### src/rtl/matvec_engine.sv
// Signed M x N matrix-vector engine: one MAC per cycle, saturated row results
// streamed out over a valid/ready handshake, then a one-cycle done pulse.
module matvec_engine #(
    parameter int M          = 3,
    parameter int N          = 3,
    parameter int DATA_WIDTH = 8,
    localparam int WAW = (M * N > 1) ? $clog2(M * N) : 1,
    localparam int CW  = (N > 1) ? $clog2(N) : 1,
    localparam int RAW = (M > 1) ? $clog2(M) : 1,
    localparam int RW  = 2 * DATA_WIDTH
) (
    input  logic                  clk,
    input  logic                  rst_n,
    input  logic                  start,
    input  logic [DATA_WIDTH-1:0] w_in,
    input  logic                  w_wen,
    input  logic [WAW-1:0]        w_addr,
    input  logic [DATA_WIDTH-1:0] x_in,
    input  logic                  x_wen,
    input  logic [CW-1:0]         x_addr,
    input  logic                  matrix_ready,
    output logic [RW-1:0]         matrix_result,
    output logic                  matrix_valid,
    output logic [RAW-1:0]        row_idx,
    output logic                  busy,
    output logic                  done
);

    localparam int AW = RW + $clog2(N) + 1;

    localparam logic signed [AW-1:0] SMAX =
        AW'({1'b0, {(RW-1){1'b1}}});
    localparam logic signed [AW-1:0] SMIN =
        {{(AW-RW+1){1'b1}}, {(RW-1){1'b0}}};

    typedef enum logic [1:0] {
        S_IDLE,
        S_MAC,
        S_OUT,
        S_DONE
    } state_t;

    state_t                 state_q;
    logic signed [AW-1:0]   acc_q;
    logic signed [AW-1:0]   acc_d;
    logic [CW-1:0]          col_q;
    logic [RAW-1:0]         row_q;
    logic [RW-1:0]          res_q;
    logic [RW-1:0]          res_d;
    logic                   valid_q;
    logic                   done_q;

    // Weight/vector storage is deliberately left out of reset.
    logic signed [DATA_WIDTH-1:0] w_mem [M*N];
    logic signed [DATA_WIDTH-1:0] x_mem [N];

    logic [WAW-1:0]         w_idx;
    logic signed [RW-1:0]   prod;

    always_ff @(posedge clk) begin
        if (state_q == S_IDLE) begin
            if (w_wen && int'(w_addr) < M * N) begin
                w_mem[w_addr] <= w_in;
            end
            if (x_wen && int'(x_addr) < N) begin
                x_mem[x_addr] <= x_in;
            end
        end
    end

    always_comb begin
        w_idx = WAW'(int'(row_q) * N + int'(col_q));
        prod  = RW'(w_mem[w_idx]) * RW'(x_mem[col_q]);
        acc_d = acc_q + AW'(prod);
        res_d = acc_d[RW-1:0];
        if (acc_d > SMAX) begin
            res_d = SMAX[RW-1:0];
        end else if (acc_d < SMIN) begin
            res_d = SMIN[RW-1:0];
        end
    end

    always_ff @(posedge clk or negedge rst_n) begin
        if (!rst_n) begin
            state_q <= S_IDLE;
            acc_q   <= '0;
            col_q   <= '0;
            row_q   <= '0;
            res_q   <= '0;
            valid_q <= 1'b0;
            done_q  <= 1'b0;
        end else begin
            unique case (state_q)
                S_IDLE: begin
                    if (start) begin
                        state_q <= S_MAC;
                        acc_q   <= '0;
                        col_q   <= '0;
                        row_q   <= '0;
                    end
                end
                S_MAC: begin
                    acc_q <= acc_d;
                    if (col_q == CW'(N - 1)) begin
                        res_q   <= res_d;
                        valid_q <= 1'b1;
                        state_q <= S_OUT;
                    end else begin
                        col_q <= col_q + CW'(1);
                    end
                end
                S_OUT: begin
                    if (valid_q && matrix_ready) begin
                        valid_q <= 1'b0;
                        if (row_q == RAW'(M - 1)) begin
                            state_q <= S_DONE;
                        end else begin
                            row_q   <= row_q + RAW'(1);
                            acc_q   <= '0;
                            col_q   <= '0;
                            state_q <= S_MAC;
                        end
                    end
                end
                S_DONE: begin
                    // Two cycles here: one to raise done, one to drop it.
                    if (!done_q) begin
                        done_q <= 1'b1;
                    end else begin
                        done_q  <= 1'b0;
                        state_q <= S_IDLE;
                    end
                end
                default: state_q <= S_IDLE;
            endcase
        end
    end

    assign matrix_result = res_q;
    assign matrix_valid  = valid_q;
    assign row_idx       = row_q;
    assign busy          = (state_q != S_IDLE);
    assign done          = done_q;

endmodule

### config.mk
export PLATFORM = sky130hd
export DESIGN_NAME = matvec_engine
export DESIGN_NICKNAME = d
export VERILOG_FILES = /design/src/rtl/matvec_engine.sv
export SDC_FILE = /design/constraint.sdc
export NUM_CORES = 1
export LEC_CHECK = 0
export CAP_MARGIN = 20
export CORE_ASPECT_RATIO = 0.7
export CORE_MARGIN = 3
export CORE_UTILIZATION = 40
export CTS_BUF_LIST = sky130_fd_sc_hd__clkbuf_8
export CTS_CLUSTER_SIZE = 14
export DETAILED_ROUTE_END_ITERATION = 10
export PLACE_DENSITY = 0.67
export SYNTH_ARGS = -nofsm -noshare
export SYNTH_HDL_FRONTEND = slang
export SYNTH_SLANG_ARGS = --single-unit
### constraint.sdc
create_clock -name clk -period 13.9 [get_ports clk]
set_input_delay 2.78 -clock clk [delete_from_list [all_inputs] [get_ports clk]]
set_output_delay 2.78 -clock clk [all_outputs]
set_load 0.05 [all_outputs]
# Word-level counts from Yosys, hierarchy flattened
# Memory sizes are Yosys's and may differ from the RTL's.
# Index checks and enable logic that the tools add are counted.
# word_totals
output_inout_bits	21
memories	2
word_cells	74
mem_bits_rw	96
inputBits	28
register_bits	43
# op_classes
muxes	30
n_eq_ne	11
magnitude_cmp	4
multipliers	2
add_sub_neg	4
n_reduce_logical	14
# mem_list
memory	depth	word_bits	rd	rd_ports_with_merged_regs	write_ports	line	source
w_mem	9	8	1	0	1	54	logic signed [DATA_WIDTH-1:0] w_mem [M*N];
x_mem	3	8	1	0	1	55	logic signed [DATA_WIDTH-1:0] x_mem [N];
# ops
cell	n
$mux 19	3
$pmux 19 s3	1
$mux 16	2
$mux 2	11
$add 19x16->19	1
$gt 19x16->1 const B	1
$lt 19x16->1 const B	1
$mul 8x8->16	1
$ne 2x2->1 const B	6
$reduce_and 4->1	3
$mux 1	9
$eq 2x2->1 const B	4
$pmux 2 s4	1
$pmux 2 s3	1
$reduce_bool 2->1	3
$reduce_and 5->1	1
$add 2x1->2 const B	2
$add 4x2->4	1
$lt 4x4->1 const B	1
$mul 2x2->4 const B	1
$pmux 2 s2	1
$logic_and 1x1->1	3
$reduce_and 3->1	1
$reduce_bool 3->1	1
5 further kinds	5

# Depth between registers and ports, before layout
# An unclocked memory read counts as a cell.
# logic_depth
depth_word	8
ltp_mapped	32
depth_no_buf	28

# Worst setup path after synthesis
# OpenSTA, ideal clock, no wires.
# synth_timing
path_type	reg2reg
startpoint	reg col_q[1]
endpoint	reg res_q[14], in the netlist matrix_result[14]
path_stages_with_launch	29
required_time_ps	13775
arrival_time_ps	8188
setup_ps	125
period_less_slack_ps	8313
n_path_buf	3
setup_slack_ps	5587
cell_sequence	dfrtp_1 -> clkbuf_1 -> clkbuf_1 -> inv_1 -> fa_1 -> inv_1 -> ha_1 -> inv_1 -> fa_1 -> buf_1 -> mux2i_1 -> nand2_1 -> o21ai_0 -> nor2_1 -> inv_1 -> fa_1 -> inv_1 -> fa_1 -> fa_1 -> fa_1 -> fa_1 -> ha_1 -> nand4b_1 -> a2111oi_2 -> or2_1 -> o211ai_2 -> o31a_4 -> nor2_8 -> a21oi_1
# synth_via
elab_chain_cells	7
word_cells_on_any_way	11
classes_between	2 x add/sub; 1 x mul; 2 x order compare; 1 x eq/ne; 2 x mux; 1 x reduce/logical; 2 x memory
# synth_rtl
element	line	source
start, declared	46	logic [CW-1:0] col_q;
start signal, assigned	109	col_q <= col_q + CW'(1);
$add 4x2->4	72	w_idx = WAW'(int'(row_q) * N + int'(col_q));
$mem_v2 9x8	n/a	
$mul 8x8->16	73	prod = RW'(w_mem[w_idx]) * RW'(x_mem[col_q]);
$add 19x16->19	74	acc_d = acc_q + AW'(prod);
$lt 19x16->1	78	end else if (acc_d < SMIN) begin
$mux 16	78	
$mux 16	76	if (acc_d > SMAX) begin
end signal, assigned	105	res_q <= res_d;
end, declared	48	logic [RW-1:0] res_q;
# Several ways; a longest one is shown, not always the timed one.
# A chain may end at the register's enable or synchronous reset.

# Worst setup path after layout
# layout_timing
startpoint	reg col_q[1]
endpoint	reg res_q[2], in the netlist matrix_result[2]
# The elaborated chain is that of the path after synthesis.

==> out/metrics.yaml <==
run_status:
  outcome: "complete, no violations"
routing:
  drt_iter0_drc: 423
  ant_nets: 0
  routed-via-count: 5452
  drt-total-wl_um: 17900
  viasPerCell: 5.03
  wl_per_cell_um: 16.6
  first_pass_iters: 4
  post-route-drc-count: 0
layout:
  multi_input_area_um2: 4540
  fin_nets: 950
  final_cell_mix: "inv_1 (97), edfxtp_1 (96), fa_1 (86)"
  register_area_um2: 3960
  fillCellCount: 1962
  syn_to_final_growth_pct: 13.7
  antenna_cells: 0
  final_common_cell: "inv_1"
  drive_above_1_share_pct: 9.24
place:
  dp_hpwl_um: 13800
  port_buffers: 48
  place.gp.congestion: 0.840
cts:
  postCtsHoldBufs: 0
  cts_max_level: 4
  cts.path.max_buffers: 2
  tritoncts: "done"
  root_buffer: "clkbuf_8"
  clkSinkCount: 139
  numCtsBuffers: 17
  insertion_delay_ns: 0.45
  cts_setup_buffers: 0
  path_clk_slew_ns: 0.09
  cts_resized: 0
critical_path:
  end_kind: "register"
  path_cells: "inv_1 -> fa_1 -> inv_1 -> ha_1 -> mux4_2 -> mux2i_1 -> nand2_1 -> o21ai_1 -> nand2_1 -> fa_1 -> fa_1 -> inv_1 -> fa_1 -> fa_1 -> fa_1 -> ha_1 -> o21ai_0 -> o21ai_1 -> a31oi_1 -> o21ai_1 -> xnor2_1 -> a31o_1 -> nand2_4 -> o21ai_1"
  cp_slowest_cell: "ha_1"
  cp_top_family: "adder cells"
  path_class: "reg2reg"
  critPathArrivalTime_ns: 8.70
  crit_required_ns: 14.28
  path_common_cell: "fa_1"
  path_buf_inv: 3
  cp-start-kind: "register"
  cpPeakStageDelay_ns: 0.73
  worst-path-max-fanout: 20
sta:
  clock_skew_ns: 0.0136
  worst_slew_pin_slew_ns: 0.827
  setup_violations: 0
  timing.final.max_slew_violations: 0
  fin_tns_setup_ns: 0
  timing.final.crit_period_ns: 8.32
  rsz0062_at_grt: "no"
  clock.fmax_mhz: 120
  timing.final.crit_share_pct: 59.9
  slew_headroom_pct: 44.7
  timing.final.hold_violations: 0
synthesis:
  yosysSeqAreaShare_pct: 44.2
  synth-edff-count: 96
  synthCells: 727
  synthArstFlopShare_pct: 30.9
  yosys_warnings: 0
  syn_nets: 889
  ys.flop_type: "edfxtp_1"
  ys_seq_elements: 139
  syn-cell-area_um2: 8960
  ys_types: 53
  avgSynthCellArea_um2: 12.3
global_route:
  grt_overflow: 0
  grt.total_usage_pct: 16.0
  grt_pass1_wl_um: 30600
  grt_max_degree: 44
  grt_pass1_vias: 5811
  antenna_found_initial: 0
die:
  coreArea_um2: 21800
  io_pins: 49
  die_y_um: 131
  die_x_um: 185
  rows: 45
  initial_utilization_pct: 41.0
  die_area_um2: 24300
flow_run:
  drv_cap: 0
hold_path:
  min_path_type: "reg2reg"
-- layer usage --
| layer | vias up | GRT usage (%) | wire (µm) |
|---|---|---|---|
| li1 | 2592 | - | - |
| met1 | 2717 | 24.0 | 8970 |
| met2 | 130 | 23.5 | 7920 |
| met3 | 13 | 4.18 | 925 |
| met4 | 0 | 3.50 | 136 |
| met5 | - | 0 | 0 |
-- path summary, 6_finish.rpt --
check / start / to / slack, ns / depth (start not counted)
worst max-delay path: col_q[1] / matrix_result[2] / 5.58 / 24
worst min-delay path: matrix_result[0] / matrix_result[0] / 0.49 / 2
worst max register to register: col_q[1] / matrix_result[2] / 5.58 / 24
worst min register to register: matrix_result[0] / matrix_result[0] / 0.49 / 2
max in group asynchronous: rst_n / col_q[1] / 11.22 / 2
min in group asynchronous: rst_n / acc_q[9] / 2.20 / 1
-- tightest hold or removal path: cells and delay by family (launching register included) --
kind,cells,cell delay (ns)
AND/OR/NAND/NOR,1,0.05
flip-flops,1,0.35
AO/OA/AOI/OAI,1,0.06
-- state kept, by name, indices dropped and copies added (netlist names) --
name	cells
acc_q	19
col_q	2
done	1
matrix_result	16
matrix_valid	1
row_idx	2
state_q	2
w_mem	72
x_mem	24
-- final cells by class --
cell class	count	share of cell area [%]
Sequential cell	139	38.9
Multi-Input combinational cell	474	44.6
Clock buffer	17	2.30
Inverter	96	3.54
Clock inverter	15	1.60
Timing Repair Buffer	60	5.65
Tap cell	282	3.46
-- synth_stat cells (all sizes together) (3+ instances only) --
library cell	instances	share of area, %
o21ai	27	1.5
nor2	76	3.4
xor2	6	0.59
a21oi	34	2.2
nor2b	4	0.28
nand2b	9	0.63
clkbuf	10	0.42
xnor2	15	1.5
fa	86	19
inv	96	4.0
ha	48	6.7
dfrtp	43	12
a22o	18	1.8
edfxtp	96	32
o31ai	3	0.25
mux4	16	4.0
buf	8	0.66
nand3	5	0.28
and2	3	0.21
a21o	11	0.92
nor3	6	0.34
nand2	66	2.9
mux2i	17	1.9
-- cells by family (layout without fill, tap and decap cells) --
kind of cell             after synthesis  count (layout)  share of synthesized area, %
AO/OA/AOI/OAI                        106             106                          7.93
adder cells (fa/ha/maj)              134             134                          25.9
flip-flops                           139             139                          44.2
multiplexers                          33              33                          5.92
buffers and inverters                114             188                          5.10
AND/OR/NAND/NOR                      180             180                          8.88
XOR/XNOR                              21              21                          2.05
-- through the flow --
step | instance area (µm²) | worst slack, ns | cells | utilization (%) | hold WS [ns]
after global placement | 9750 | 5.45 | 1047 | 44.6 | 0.471
final | 10200 | 5.58 | 1083 | 46.6 | 0.494
after global routing | 10200 | 4.93 | 1083 | 46.6 | 0.521
after floorplan | 8960 | 5.59 | 727 | - | 0.470
after detailed placement | 9760 | 5.29 | 1049 | 44.7 | 0.479
after CTS | 10200 | 5.30 | 1081 | 46.5 | 0.498
Power is left out: the tool's default activity adds up to more than one toggle a clock period on the data nets, which glitch-free logic cannot reach.
==> edit (same flow settings) <==
The parameter `M` goes from 3 to 5.
--- a/src/rtl/matvec_engine.sv
+++ b/src/rtl/matvec_engine.sv
@@ -1,7 +1,7 @@
 // Signed M x N matrix-vector engine: one MAC per cycle, saturated row results
 // streamed out over a valid/ready handshake, then a one-cycle done pulse.
 module matvec_engine #(
-    parameter int M          = 3,
+    parameter int M          = 5,
     parameter int N          = 3,
     parameter int DATA_WIDTH = 8,
     localparam int WAW = (M * N > 1) ? $clog2(M * N) : 1,
Ports: changed (resized row_idx); port bits go from 49 to 50. The function was not compared with the original's and may differ.
==> edit against the original RTL <==
Final area up 21%; global-route usage is 0.61 points higher; highest routed layer unchanged; largest cell class is now sequential cells; routed wire length grew 26%; setup slack lost 0.32 ns; area after synthesis rose by 23%; clock skew up 0.0046 ns; sequential cell count rose by 49; sequential share of layout area up 5.0 points; final cell count is 17% higher; core utilization decreased by 0.68 points.
Power is left out: the tool's default activity adds up to more than one toggle a clock period on the data nets, which glitch-free logic cannot reach.
==> edit: results (changes against the original RTL) <==
** Detailed routing
- Vias per inst :: 5.09 (was 5.03)
- Count of TritonRoute iterations in the first routing pass :: 5 (was 4)
- The iteration-0 DRC count of the detailed router was 484 (was 423).

** Critical path
- The worst path arrival time is 9.05 ns (was 8.70 ns).
- Max stage delay on crit path :: 0.62 ns (was 0.73 ns)
- The cell count of the worst reg-to-reg path came to 26 (was 24).
- R2r setup slk :: 5.25 ns (was 5.58 ns)
- The worst-path cell with the longest stage delay is sky130_fd_sc_hd__dfrtp_1 (was sky130_fd_sc_hd__ha_1).
- Largest fanout on the critical path :: 32 (was 20)

** Logic synthesis
- Proportion of synthesized area in mux cells :: 0.0704 (was 0.0592)
- Xor and xnor fraction of the mapped netlist area :: 0.0219 (was 0.0205)
- The sequential fraction of the synthesis area was 0.493 (was 0.442).
- Compound-cell area share of the yosys netlist :: 0.0775 (was 0.0793)
- The number of enable flip-flop cells after synthesis is 144 (was 96).
- Asr flop ratio synth :: 0.234 (was 0.309)
- Adder-cell share of the synthesized area :: 0.213 (was 0.259)
- Leading post-synthesis cells by instance count: 144 x sky130_fd_sc_hd__edfxtp_1, 95 x sky130_fd_sc_hd__inv_1, 86 x sky130_fd_sc_hd__fa_1 (was 96 x sky130_fd_sc_hd__edfxtp_1, 96 x sky130_fd_sc_hd__inv_1, 86 x sky130_fd_sc_hd__fa_1).
- The total nets after synthesis was 989 (was 889).
- Library cells used by synthesis :: 54 (was 53)
- Ranking of synthesized cells by area: sky130_fd_sc_hd__edfxtp_1 39%, sky130_fd_sc_hd__fa_1 16%, sky130_fd_sc_hd__dfrtp_1 10% (was sky130_fd_sc_hd__edfxtp_1 32%, sky130_fd_sc_hd__fa_1 19%, sky130_fd_sc_hd__dfrtp_1 12%).

** Finish
- Final #Nets :: 1049 (was 950)
- The share of final-layout standard cells stronger than drive strength 1 is 0.120 (was 0.0924).
- Biggest regs :: w_mem: 120 flops, x_mem: 24 flops, acc_q: 19 flops (was w_mem: 72 flops, x_mem: 24 flops, acc_q: 19 flops)

** Min path
- Destination of the worst hold path :: matrix_result[5] (was matrix_result[0])
- The critical hold path startpoint is matrix_result[5] (was matrix_result[0]).

** Timing
- Hold Worst Slack :: 0.504 ns (was 0.494 ns)
- The slew at the pin closest to its max-slew limit came to 1.06 ns (was 0.827 ns).

** Clock network
- The clock latency reported for the late side of the worst-skew pair came to 0.47 ns (was 0.45 ns).
- The number of buffers created by CTS was 17 (unchanged).

** Place
- The detailed placer's ending HPWL is 17200 um (was 13800 um).
- The number of port buffers is 49 (was 48).

** Global route
- Via count of the first global-routing pass :: 6679 (was 5811)
- Overall track demand over capacity in global routing :: 0.166 (was 0.160)
- The pin count of the biggest net entering global routing is 45 (was 44).
- Wire length of the first global-routing pass :: 37600 um (was 30600 um)

** Outcome
- Run status :: completed (unchanged)
==> edit: cell types whose count changed after synthesis, moves of 5 or more <==
cell,delta
sky130_fd_sc_hd__nor2_1,-5
sky130_fd_sc_hd__nor2b_1,+10
sky130_fd_sc_hd__clkbuf_1,+7
sky130_fd_sc_hd__nand2b_1,+8
sky130_fd_sc_hd__edfxtp_1,+48
sky130_fd_sc_hd__mux4_2,+9
sky130_fd_sc_hd__o21ai_0,+10
==> edit: layout make-up <==
cell class | instances | area [um^2]
Sequential cell | 188 | 5430
Timing Repair Buffer | 63 | 603
Multi-Input combinational cell | 520 | 5120
Clock inverter | 15 | 164
Fill cell | 2471 | 14500
Clock buffer | 17 | 234
Inverter | 95 | 357
Tap cell | 364 | 455
==> edit: through the flow <==
| step | worst slack, ns | cell area [um^2] | util | std cells |
|---|---|---|---|---|
| 3_3_place_gp | 5.43 | 11900 | 0.444 | 1229 |
| 6_report | 5.25 | 12400 | 0.459 | 1262 |
| 5_1_grt | 4.69 | 12400 | 0.459 | 1262 |
| 4_1_cts | 5.25 | 12300 | 0.459 | 1261 |
| 3_5_place_dp | 5.28 | 11900 | 0.444 | 1229 |
| 2_1_floorplan | 5.64 | 11000 | - | 825 |
==> edit: per-layer routing <==
| metal | global-route usage | routed length [um] | vias to the layer above |
|---|---|---|---|
| li1 | - | - | 2978 |
| met1 | 0.273 | 12100 | 3248 |
| met2 | 0.221 | 8960 | 183 |
| met3 | 0.0333 | 1270 | 17 |
| met4 | 0.0463 | 261 | 0 |
| met5 | 0 | 0 | - |
==> edit: kinds of logic after synthesis <==
family                     count (synthesis)
muxes                                     46
and+or+nand+nor                          195
buffers and inverters                    117
AOI/OAI and AO/OA                        119
xor gates and xnor gates                  24
DFF                                      188
adders and majority gates                136
